[config.mk]
export PLATFORM = sky130hd
export DESIGN_NAME = pixel_scheduler_flat
export DESIGN_NICKNAME = d
export VERILOG_FILES = /design/src/rtl/raytrace_pkg.sv /design/src/rtl/pixel_scheduler_if.sv /design/src/rtl/pixel_scheduler_credit_counter.sv /design/src/rtl/pixel_scheduler.sv /design/src/flat_wrapper.sv
export SDC_FILE = /design/constraint.sdc
export NUM_CORES = 1
export LEC_CHECK = 0
export CAP_MARGIN = 20
export CORE_UTILIZATION = 55
export CTS_CLUSTER_SIZE = 14
export DETAILED_ROUTE_END_ITERATION = 8
export HOLD_SLACK_MARGIN = 0.15
export PLACE_DENSITY = 0.79
export SYNTH_ARGS = -nofsm -noshare
export SYNTH_HDL_FRONTEND = slang
export SYNTH_SLANG_ARGS = --single-unit
export TNS_END_PERCENT = 5
[constraint.sdc]
create_clock -name aclk -period 4.2 [get_ports aclk]
set_clock_uncertainty 0.15 [all_clocks]
set_input_delay 0.84 -clock aclk [delete_from_list [all_inputs] [get_ports aclk]]
set_output_delay 0.84 -clock aclk [all_outputs]
set_load 0.02 [all_outputs]
[src/rtl/raytrace_pkg.sv]
// Shared types for the ray-trace frame path: counter widths, object-select codes, scheduler FSM states.
package raytrace_pkg;

    localparam int HCOUNT_W = 11;
    localparam int VCOUNT_W = 10;

    typedef logic [1:0] sel_objs_t;
    localparam sel_objs_t SEL_CYL  = 2'b01;
    localparam sel_objs_t SEL_SPH  = 2'b10;
    localparam sel_objs_t SEL_BOTH = 2'b11;

    typedef enum logic [1:0] {
        ST_IDLE  = 2'd0,
        ST_RUN   = 2'd1,
        ST_DRAIN = 2'd2,
        ST_DONE  = 2'd3
    } sched_state_t;

    function automatic int total_pixels(input int h_res, input int v_res);
        return h_res * v_res;
    endfunction

endpackage

[src/rtl/pixel_scheduler_if.sv]
// Ray-request stream toward ray generation / check_objects: one pixel coordinate plus object select per beat.
interface pixel_scheduler_if;
    import raytrace_pkg::*;

    logic                ray_axis_tvalid;
    logic                ray_axis_tready;
    logic [HCOUNT_W-1:0] hcount_axis_tdata;
    logic [VCOUNT_W-1:0] vcount_axis_tdata;
    sel_objs_t           select_objs;

    modport master (
        output ray_axis_tvalid,
        output hcount_axis_tdata,
        output vcount_axis_tdata,
        output select_objs,
        input  ray_axis_tready
    );

    modport slave (
        input  ray_axis_tvalid,
        input  hcount_axis_tdata,
        input  vcount_axis_tdata,
        input  select_objs,
        output ray_axis_tready
    );

endinterface

[src/rtl/pixel_scheduler_credit_counter.sv]
// In-flight pixel credit counter: +1 per issued request, -1 per returned result, floor at 0.
// A result arriving with no credit outstanding is dropped and latches a sticky error.
module credit_counter #(
    parameter int MAX_INFLIGHT = 32
) (
    input  logic       clk,
    input  logic       rst_n,
    input  logic       i_inc,
    input  logic       i_dec,
    output logic [7:0] o_count,
    output logic       o_full,
    output logic       o_dec_ok,
    output logic       o_err
);

    logic [7:0] r_count;
    logic       r_err;
    logic       w_dec_ok;

    assign w_dec_ok = i_dec && (r_count != 8'd0);

    always_ff @(posedge clk) begin
        if (!rst_n) begin
            r_count <= 8'd0;
            r_err   <= 1'b0;
        end else begin
            if (i_dec && !w_dec_ok) begin
                r_err <= 1'b1;
            end
            r_count <= r_count + 8'(i_inc) - 8'(w_dec_ok);
        end
    end

    assign o_count  = r_count;
    assign o_full   = (r_count >= 8'(MAX_INFLIGHT));
    assign o_dec_ok = w_dec_ok;
    assign o_err    = r_err;

endmodule

[src/rtl/pixel_scheduler.sv]
// Walks a frame in raster order issuing one ray request per pixel, metered by in-flight credits,
// and pulses frame_done once every issued pixel's result has come back.
module pixel_scheduler
    import raytrace_pkg::*;
#(
    parameter int H_RES        = 320,
    parameter int V_RES        = 180,
    parameter int MAX_INFLIGHT = 32
) (
    input  logic                      aclk,
    input  logic                      aresetn,
    input  logic                      start,
    input  sel_objs_t                 select_objs_cfg,
    pixel_scheduler_if.master         ray,
    input  logic                      result_valid,
    output logic                      busy,
    output logic                      frame_done,
    output logic [7:0]                inflight,
    output logic                      overflow_err
);

    localparam int TOTAL = total_pixels(H_RES, V_RES);
    localparam int RES_W = $clog2(TOTAL + 1);
    localparam logic [HCOUNT_W-1:0] H_LAST  = HCOUNT_W'(H_RES - 1);
    localparam logic [VCOUNT_W-1:0] V_LAST  = VCOUNT_W'(V_RES - 1);
    localparam logic [RES_W-1:0]    TOTAL_R = RES_W'(TOTAL);

    sched_state_t        r_state;
    logic [HCOUNT_W-1:0] r_hcount;
    logic [VCOUNT_W-1:0] r_vcount;
    sel_objs_t           r_sel;
    logic [RES_W-1:0]    r_results;

    logic w_full;
    logic w_valid;
    logic w_hs;
    logic w_res_ok;

    // Valid depends only on registers, so it can fall only after a handshake raises the credit count.
    assign w_valid = (r_state == ST_RUN) && !w_full;
    assign w_hs    = w_valid && ray.ray_axis_tready;

    credit_counter #(
        .MAX_INFLIGHT (MAX_INFLIGHT)
    ) u_credit (
        .clk      (aclk),
        .rst_n    (aresetn),
        .i_inc    (w_hs),
        .i_dec    (result_valid),
        .o_count  (inflight),
        .o_full   (w_full),
        .o_dec_ok (w_res_ok),
        .o_err    (overflow_err)
    );

    always_ff @(posedge aclk) begin
        if (!aresetn) begin
            r_state   <= ST_IDLE;
            r_hcount  <= '0;
            r_vcount  <= '0;
            r_sel     <= '0;
            r_results <= '0;
        end else begin
            if (w_res_ok) begin
                r_results <= r_results + RES_W'(1);
            end
            case (r_state)
                ST_IDLE: begin
                    if (start) begin
                        r_sel     <= select_objs_cfg;
                        r_hcount  <= '0;
                        r_vcount  <= '0;
                        r_results <= '0;
                        r_state   <= ST_RUN;
                    end
                end
                ST_RUN: begin
                    if (w_hs) begin
                        if (r_hcount == H_LAST) begin
                            // Last pixel holds its coordinates through DRAIN/DONE.
                            if (r_vcount == V_LAST) begin
                                r_state <= ST_DRAIN;
                            end else begin
                                r_hcount <= '0;
                                r_vcount <= r_vcount + VCOUNT_W'(1);
                            end
                        end else begin
                            r_hcount <= r_hcount + HCOUNT_W'(1);
                        end
                    end
                end
                ST_DRAIN: begin
                    if (r_results == TOTAL_R) begin
                        r_state <= ST_DONE;
                    end
                end
                ST_DONE: begin
                    r_state <= ST_IDLE;
                end
                default: begin
                    r_state <= ST_IDLE;
                end
            endcase
        end
    end

    assign ray.ray_axis_tvalid   = w_valid;
    assign ray.hcount_axis_tdata = r_hcount;
    assign ray.vcount_axis_tdata = r_vcount;
    assign ray.select_objs       = r_sel;

    assign busy       = (r_state == ST_RUN) || (r_state == ST_DRAIN);
    assign frame_done = (r_state == ST_DONE);

endmodule

[src/flat_wrapper.sv]
// flat-port wrapper written by rule: the top's interface ports become plain ports
module pixel_scheduler_flat import raytrace_pkg::*;
#(
    parameter int H_RES        = 320,
    parameter int V_RES        = 180,
    parameter int MAX_INFLIGHT = 32
)
  (aclk, aresetn, start, select_objs_cfg, result_valid, busy, frame_done, inflight, overflow_err, ray_ray_axis_tvalid, ray_hcount_axis_tdata, ray_vcount_axis_tdata, ray_select_objs, ray_ray_axis_tready);
  pixel_scheduler_if ray_i ();
  input  logic aclk;
  input  logic aresetn;
  input  logic start;
  input  sel_objs_t select_objs_cfg;
  input  logic result_valid;
  output logic busy;
  output logic frame_done;
  output logic [7:0] inflight;
  output logic overflow_err;
  output wire logic [$bits(ray_i.ray_axis_tvalid)-1:0] ray_ray_axis_tvalid;
  output wire logic [$bits(ray_i.hcount_axis_tdata)-1:0] ray_hcount_axis_tdata;
  output wire logic [$bits(ray_i.vcount_axis_tdata)-1:0] ray_vcount_axis_tdata;
  output wire logic [$bits(ray_i.select_objs)-1:0] ray_select_objs;
  input wire logic [$bits(ray_i.ray_axis_tready)-1:0] ray_ray_axis_tready;
  assign ray_ray_axis_tvalid = ray_i.ray_axis_tvalid;
  assign ray_hcount_axis_tdata = ray_i.hcount_axis_tdata;
  assign ray_vcount_axis_tdata = ray_i.vcount_axis_tdata;
  assign ray_select_objs = ray_i.select_objs;
  assign ray_i.ray_axis_tready = ray_ray_axis_tready;
  pixel_scheduler #(.H_RES(H_RES), .V_RES(V_RES), .MAX_INFLIGHT(MAX_INFLIGHT)) u_core (.aclk(aclk), .aresetn(aresetn), .start(start), .select_objs_cfg(select_objs_cfg), .ray(ray_i), .result_valid(result_valid), .busy(busy), .frame_done(frame_done), .inflight(inflight), .overflow_err(overflow_err));
endmodule
==> impl_metrics.ini <==
[synthesis]
synthAdderAreaFrac = 0.09247
synth_xor_xnor_area_share = 0.04795
yosysUniqueCellTypes = 54
synthTopCellsByArea = dfxtp_1 34%, ha_1 8.6%, nand2_1 4.9%
yosys.area_share.simple = 0.2868
synth_compound_area_frac = 0.1687
synthCells = 343
syn_avg_cell_area_sq_um = 8.521
synthMuxAreaShare = 0.02440
syn_nets = 371
seq_area_frac_synth = 0.3425
syn_area_sq_um = 2923
asyncSetResetFlopFracSynth = 0
yosys.area.top_type = dfxtp_1
synthFlopType = dfxtp_1
synth_warnings = 0
synth_edf_count = 0
yosysTopAreaCellShare = 0.3425
synth_top_family_by_area = simple AND/OR/NAND/NOR gates
ys_seq_elements = 50

[clocking]
cts.repair.resized = 0
cts.sinks = 50
htree_levels = 2
ctsRootBufferMaster = clkbuf_8
cts_setup_buffers = 0
cts_tree = yes
path_clk_slew_ns = 0.10
postCtsHoldBufs = 0
numCtsBuffers = 5
worstSkewPairLatency_ns = 0.31
clockBufferDepth = 2

[power_and_ir_drop]
power.share.clock = 0.160
leakagePower_nw = 1.225
power_frac_comb = 0.532
swShare = 0.4221
powerDensity_nw_per_um2 = 543.7
ir_drop_mv = 0.4657
p_int_mw = 1.101
seq_power_share = 0.308
p_sw_uw = 804.3

[cells_and_area]
drive_gt1_frac = 0.05440
area.growth.synth_to_final_pct = 19.91
fin_nets = 413
final_area_sq_um = 3505
register_area_sq_um = 1001
diodes = 0
fillCellCount = 433
multi_input_area_sq_um = 1813

[drt]
dr_total_vias = 2630
drtAntennaViolNets = 0
wirelength_um = 6397
via_per_inst = 5.768
remaining_drc_errors = 0
drt-initial-drc-count = 126
firstDrtPassIters = 4
wl_per_cell_um = 14.03

[grt]
grtUsageTotal = 0.2441
grt_pass1_wl_um = 10590
grt_pass1_vias = 2314
grt.overflow.total = 0
antenna_found_initial = 0
grt_max_degree = 26

[sta]
max_slew_margin = 0.5909
tightest_slew_ns = 0.6110
max_freq_ghz = 0.2902
period_needed_ns = 3.445
grt_setup_unrepaired = no
drv_slew = 0
final.setup.tns_ns = 0
setup_viol = 0
finalHoldViolCount = 0
period_share = 0.8203

[place]
gp_congestion = 0.7909
place_area_sq_um = 3410
portBuffers = 41
dp_hpwl_um = 4613

[worst_setup_path]
worstPathRequired_ns = 4.29
r2r_cells = 13
cp.arrival_ns = 3.53
r2r_slack_ns = 0.75
crit_start = u_core.u_credit.o_count[3]$_SDFF_PN0_
crit_path_end = u_core.u_credit.o_count[6]$_SDFF_PN0_
crit_type = reg -> reg
crit_path_end_kind = flop
startpoint_type = flop
regToRegEndpoint = u_core.u_credit.o_count[6]$_SDFF_PN0_
timing.rr.start = u_core.u_credit.o_count[3]$_SDFF_PN0_
path_max_fanout = 6

[status]
status = completed

[floorplan]
rows = 26
core_sq_um = 5107
fp.dieArea_sq_um = 5610
initial_core_util = 0.5723
ios = 42
die_w_um = 74.90
die_h_um = 74.90

[hold_path]
hold_class = reg -> reg

[job]
cap_violations = 0
## placed cells by master, fill, tap and decap left out, types with 2 or more instances in the layout
cell	instances
o221a_1	8
clkdlybuf4s50_1	41
o211ai_1	5
and3_1	5
dfxtp_1	50
nand3_1	14
o21a_1	4
a31oi_1	3
xor2_1	4
nor3b_1	3
xnor2_1	12
ha_1	20
or4_1	4
a21boi_0	3
mux2i_1	6
nor4bb_1	2
nor4_1	6
o21bai_1	2
nor2_1	29
inv_1	20
and4_1	2
nand4_1	6
or3_1	7
a21oi_1	10
buf_4	3
o21ai_0	16
nand3b_1	2
nand2_1	38
nand4b_1	4
nor2b_1	4
clkbuf_8	6
nor3_1	9
and2_1	8
nand2b_1	6
## area by class of cell
class / instances / area share
Tap cell: 70 / 0.02499
Sequential cell: 50 / 0.2856
Inverter: 20 / 0.02142
Timing Repair Buffer: 44 / 0.1235
Multi-Input combinational cell: 264 / 0.5173
Clock inverter: 1 / 0.002499
Clock buffer: 7 / 0.02463
## logic make-up after synthesis
kind of cell | Yosys count
adders and majority gates | 21
muxes | 7
DFF | 50
buffers and inverters | 29
xor gates and xnor gates | 16
AOI/OAI and AO/OA | 64
and+or+nand+nor | 156
## cell usage after synthesis, types with 2 or more instances
| cell type | count |
|---|---|
| nand3_1 | 14 |
| ha_1 | 20 |
| and3_1 | 5 |
| inv_1 | 20 |
| nand2b_1 | 6 |
| a31oi_1 | 3 |
| o21ai_0 | 16 |
| nor2_1 | 29 |
| xnor2_1 | 12 |
| or3_1 | 7 |
| nand3b_1 | 2 |
| a21boi_0 | 3 |
| o21bai_1 | 2 |
| o21a_1 | 4 |
| o211ai_1 | 5 |
| nor2b_1 | 4 |
| nor3b_1 | 3 |
| a21oi_1 | 10 |
| or4_1 | 4 |
| o221a_1 | 8 |
| nand4b_1 | 4 |
| nor3_1 | 9 |
| mux2i_1 | 6 |
| clkbuf_1 | 9 |
| nand4_1 | 6 |
| nand2_1 | 38 |
| nor4bb_1 | 2 |
| dfxtp_1 | 50 |
| nor4_1 | 6 |
| xor2_1 | 4 |
| and2_1 | 8 |
| and4_1 | 2 |
## sequential cells by signal (all words and copies together) (netlist names)
signal and cells:
u_core.r_results 16, u_core.ray.hcount_axis_tdata 11, u_core.ray.vcount_axis_tdata 10, u_core.u_credit.o_count 8, u_core.r_state 2, u_core.ray.select_objs 2
u_core.u_credit.o_err 1
## worst min path at each step
stage	start	depth (start not counted)	to
floorplan	u_core.r_results[4]$_SDFF_PN0_	2	u_core.r_results[4]$_SDFF_PN0_
global placement	u_core.u_credit.o_err$_SDFFE_PN0P_	1	u_core.u_credit.o_err$_SDFFE_PN0P_
detailed placement	u_core.u_credit.o_err$_SDFFE_PN0P_	1	u_core.u_credit.o_err$_SDFFE_PN0P_
CTS	u_core.ray.select_objs[1]$_SDFFE_PN0P_	2	u_core.ray.select_objs[1]$_SDFFE_PN0P_
global route	u_core.ray.select_objs[1]$_SDFFE_PN0P_	2	u_core.ray.select_objs[1]$_SDFFE_PN0P_
finish	u_core.ray.select_objs[1]$_SDFFE_PN0P_	2	u_core.ray.select_objs[1]$_SDFFE_PN0P_
## power by group through the flow
stage	combinational, mW	clock (mW)	sequential (mW)
after floorplan	0.670	0	0.640
after global placement	0.980	0	0.595
after detailed placement	1.00	0	0.598
after CTS	1.01	0.307	0.589
after global routing	1.13	0.321	0.598
final	1.01	0.304	0.587
## worst max-delay path: stages (launching register included)
cell	delay (ns)
dfxtp_1	0.34
inv_1	0.08
ha_1	0.15
or3b_2	0.49
o21a_1	0.28
ha_1	0.30
inv_1	0.04
ha_1	0.22
fa_1	0.42
a21oi_1	0.17
o21bai_1	0.11
a21oi_1	0.19
mux2_2	0.35
o211ai_1	0.08
## metrics by stage
step	hold WS, ns	setup slack, ns	instances	power (mW)	util
6_report	0.3250	0.7546	456	1.906	0.6862
5_1_grt	0.3508	0.6214	456	2.049	0.6862
4_1_cts	0.3296	0.7886	456	1.908	0.6862
3_5_place_dp	0.3063	0.6321	448	1.602	0.6676
3_3_place_gp	0.3001	0.7005	448	1.575	0.6676
2_1_floorplan	0.3167	0.9285	343	1.309	-
## layer usage
layer	vias to the layer above	routed length (um)	global-route usage
met5	-	0	0
met4	0	58	0.06289
met3	7	252	0.04284
met2	56	3169	0.4224
met1	1247	2917	0.3145
li1	1320	-	-
(Power assumes the default switching activity.)
